--- src/rtl/alu_1bit.sv ---
// alu_1bit: registered single-bit ALU slice (NOR/XOR/ADD/SUB) chained through cin/cout.
// Define ALU_1BIT_STICKY_EN to add the cout_sticky flag and its sticky_clr input.
module alu_1bit (
    input  logic       clk,
    input  logic       rst_n,
    input  logic       en,
    input  logic [1:0] s_op,
    input  logic       a,
    input  logic       b,
    input  logic       cin,
`ifdef ALU_1BIT_STICKY_EN
    input  logic       sticky_clr,
    output logic       cout_sticky,
`endif
    output logic       z,
    output logic       cout,
    output logic       valid
);
    logic bb, z_d, cout_d, z_q, cout_q, valid_q;
    // SUB reuses the adder with b inverted; cout = 1 then means no borrow
    always_comb begin
        bb     = s_op[0] ? ~b : b;
        z_d    = s_op[1] ? a ^ bb ^ cin : (s_op[0] ? a ^ b : ~(a | b));
        cout_d = s_op[1] & ((a & bb) | (a & cin) | (bb & cin));
    end
    always_ff @(posedge clk or negedge rst_n) begin
        if (!rst_n) begin
            z_q     <= 1'b0;
            cout_q  <= 1'b0;
            valid_q <= 1'b0;
        end else begin
            valid_q <= en;
            if (en) begin
                z_q    <= z_d;
                cout_q <= cout_d;
            end
        end
    end
`ifdef ALU_1BIT_STICKY_EN
    logic sticky_q, sticky_d;
    always_comb sticky_d = sticky_clr ? 1'b0 : (en ? sticky_q | cout_d : sticky_q);
    always_ff @(posedge clk or negedge rst_n) begin
        if (!rst_n) sticky_q <= 1'b0;
        else        sticky_q <= sticky_d;
    end
    assign cout_sticky = sticky_q;
`endif
    assign z     = z_q;
    assign cout  = cout_q;
    assign valid = valid_q;
endmodule

--- config.mk ---
export PLATFORM = sky130hd
export DESIGN_NAME = alu_1bit
export DESIGN_NICKNAME = d
export VERILOG_FILES = /design/src/rtl/alu_1bit.sv
export SDC_FILE = /design/constraint.sdc
export NUM_CORES = 1
export LEC_CHECK = 0
export CORE_AREA = 3 3 40 42
export CTS_BUF_LIST = sky130_fd_sc_hd__clkbuf_4
export DETAILED_ROUTE_END_ITERATION = 7
export DIE_AREA = 0 0 43 45
export GPL_ROUTABILITY_DRIVEN = 0
export PLACE_DENSITY_LB_ADDON = 0.2
export SYNTH_ARGS = -nofsm -noshare
export SYNTH_HDL_FRONTEND = slang
export SYNTH_SLANG_ARGS = --single-unit
--- constraint.sdc ---
create_clock -name clk -period 1.2 [get_ports clk]
set_input_delay 0.24 -clock clk [delete_from_list [all_inputs] [get_ports clk]]
set_output_delay 0.24 -clock clk [all_outputs]
set_load 0.01 [all_outputs]
==> impl_metrics.env <==
export IMPL_cts_tree="built"
export IMPL_critical_path_startpoint_type="primary input"
export IMPL_final_period_utilization_pct=94.7
export IMPL_drtPass1Iterations=3
export IMPL_final_common_cell="dlygate4sd2_1"
export IMPL_drive_gt1_share_pct=19.4
export IMPL_vias_per_cell=3.54
export IMPL_rr_endpoint="z"
export IMPL_p_clk_share_pct=50.6
export IMPL_antenna_found_initial=0
export IMPL_setup_ws_ns=0.0634
export IMPL_worstSetupPathType="in2reg"
export IMPL_ys_seq_area_share_pct=43.5
export IMPL_ios=11
export IMPL_synth_fa_ha_area_share_pct=18.8
export IMPL_rsz0062_at_grt="no"
export IMPL_p_comb_share_pct=19.7
export IMPL_clock_sinks=3
export IMPL_root_buffer="clkbuf_4"
export IMPL_vias=163
export IMPL_yosys_mux_area_fraction_pct=5.80
export IMPL_cp_max_fo=2
export IMPL_fin_tns_setup_ns=0
export IMPL_ant_nets=0
export IMPL_synth_compound_area_share_pct=7.25
export IMPL_r2r_start="z"
export IMPL_reg2regPathDepth=2
export IMPL_drv_cap=0
export IMPL_die_w_um=43
export IMPL_switching_share_pct=22.9
export IMPL_fillers=148
export IMPL_postCtsSetupBuffers=0
export IMPL_tightestPinTransition_ns=0.133
export IMPL_skew_ns=0
export IMPL_syn_avg_cell_area_um2=10.8
export IMPL_worstSkewPairLatency_ns=0.23
export IMPL_start_util_pct=13.4
export IMPL_hp_class="in2async"
export IMPL_synth_area_um2=173
export IMPL_clockBufferDepth=2
export IMPL_p_int_mw=0.304
export IMPL_min_period_ns=1.14
export IMPL_synthesis_nets=26
export IMPL_synth_top_family_by_area="adder cells"
export IMPL_n_antenna_cell=0
export IMPL_yosysWarnings=0
export IMPL_finalHoldViolCount=0
export IMPL_drtIter0Drc=1
export IMPL_p_leak_nw=0.168
export IMPL_synth_xor_area_share_pct=5.07
export IMPL_cp_required_ns=1.30
export IMPL_overflow=0
export IMPL_layout_common_cells="dlygate4sd2_1, clkbuf_4, inv_1, dfrtp_1, clkdlybuf4s50_1"
export IMPL_startpoint="s_op[0]"
export IMPL_grt_start_max_net_pins=7
export IMPL_rows=13
export IMPL_pwr_share_seq_pct=29.7
export IMPL_drt_wl_total_um=392
export IMPL_cp_end_kind="register"
export IMPL_final_nets=42
export IMPL_gr_usage_all_layers_pct=6.01
export IMPL_place_ws_ns=-0.467
export IMPL_yosys_cell_types_count=10
export IMPL_syn_inst=16
export IMPL_synth_seq_cells=3
export IMPL_avgRoutedWirePerCell_um=8.52
export IMPL_area_growth_pct=92.8
export IMPL_stdcell_count=46
export IMPL_synthSimpleGateAreaFrac_pct=13.0
export IMPL_outcome="finished, final reports clean"
export IMPL_clk_pin_slew_ns=0.04
export IMPL_max_freq_mhz=880
export IMPL_grt_pass1_vias=197
export IMPL_numCtsBuffers=3
export IMPL_dp_cells=42
export IMPL_irDropWorstVdd_uv=222
export IMPL_switching_power_mw=0.0906
export IMPL_die_area_um2=1940
export IMPL_worstPathArrival_ns=1.24
export IMPL_setup_violations_final=0
export IMPL_io_buffers=10
export IMPL_endpoint="z"
export IMPL_timing_slew_headroom_pct=90.9
export IMPL_pwr_density_cell_nw_per_um2=1190
export IMPL_die_h_um=45
export IMPL_htree_num_levels=1
export IMPL_grt_pass1_wl_um=738
export IMPL_cts_hold_buffers=0
export IMPL_regToRegSetupSlack_ns=0.54
export IMPL_coreArea_um2=1280
export IMPL_drc=0
export IMPL_slew_viol_final=0
metal layers:
metal / up-vias / part of all wire (%) / track usage [%]
li1: 82 / - / -
met1: 64 / 44 / 5.83
met2: 13 / 36 / 7.49
met3: 4 / 14 / 3.19
met4: 0 / 5.9 / 9.04
met5: - / 0 / 0
critical path: stages:
cell and delay [ns]:
dlygate4sd2_1 0.26, xor2_2 0.15, fa_1 0.42, nand3_1 0.08
o211ai_1 0.09
worst min path at each step:
stage          startpoint  cells after the start    end  slack (ns)
3_3_place_gp        rst_n                      1      z        0.43
5_1_grt             rst_n                      1   cout        0.20
2_1_floorplan       rst_n                      0   cout       -0.06
3_5_place_dp        rst_n                      1  valid        0.44
6_report            rst_n                      1  valid        0.19
4_1_cts             rst_n                      1  valid        0.18
power groups by stage:
stage,clock (mW),combinational [mW],sequential [mW]
6_report,0.200,0.0777,0.117
2_1_floorplan,0,0.0239,0.124
3_3_place_gp,0,0.0889,0.119
4_1_cts,0.211,0.0778,0.118
3_5_place_dp,0,0.0886,0.119
5_1_grt,0.212,0.0896,0.119
layout make-up:
class                           instances  area [µm²]  area share (%)
Sequential cell                         3        75.1            22.6
Clock buffer                            4        30.0            9.02
Tap cell                               15        18.8            5.64
Timing Repair Buffer                   11         104            31.2
Multi-Input combinational cell         10        93.8            28.2
Inverter                                3        11.3            3.38
state kept, by name, indices dropped and copies added, names as in the netlist:
register / count
valid: 1
cout: 1
z: 1
cell usage after synthesis:
cell / count / area share [%]
nand2b_1: 2 / 7.2
ha_1: 1 / 7.2
nand3_1: 2 / 5.8
xor2_1: 1 / 5.1
o21ai_0: 1 / 2.9
fa_1: 1 / 12
o211ai_1: 1 / 4.3
dfrtp_1: 3 / 43
mux2i_1: 1 / 5.8
inv_1: 3 / 6.5
stage by stage:
stage	total power, mW	cell area (µm²)	hold slack, ns	util [%]
after floorplan	0.148	173	-0.0556	-
after global placement	0.208	299	0.429	23.3
after detailed placement	0.208	299	0.439	23.3
after CTS	0.406	322	0.183	25.0
after global routing	0.420	333	0.200	25.9
final	0.395	333	0.188	25.9
cell families (layout without fill, tap and decap cells):
group	after synthesis	in the layout
compound gates	2	2
mux	1	1
buf+inv	3	18
flops	3	3
fa+ha+maj	2	2
xor+xnor	1	1
simple gates	4	4
what timing repair did:
item,in CTS,in global routing
pin swaps,3,2
setup endpoints to repair,5,1
hold endpoints to repair,0,0
resized for setup,6,3
Power figures use the tool's default switching activity.
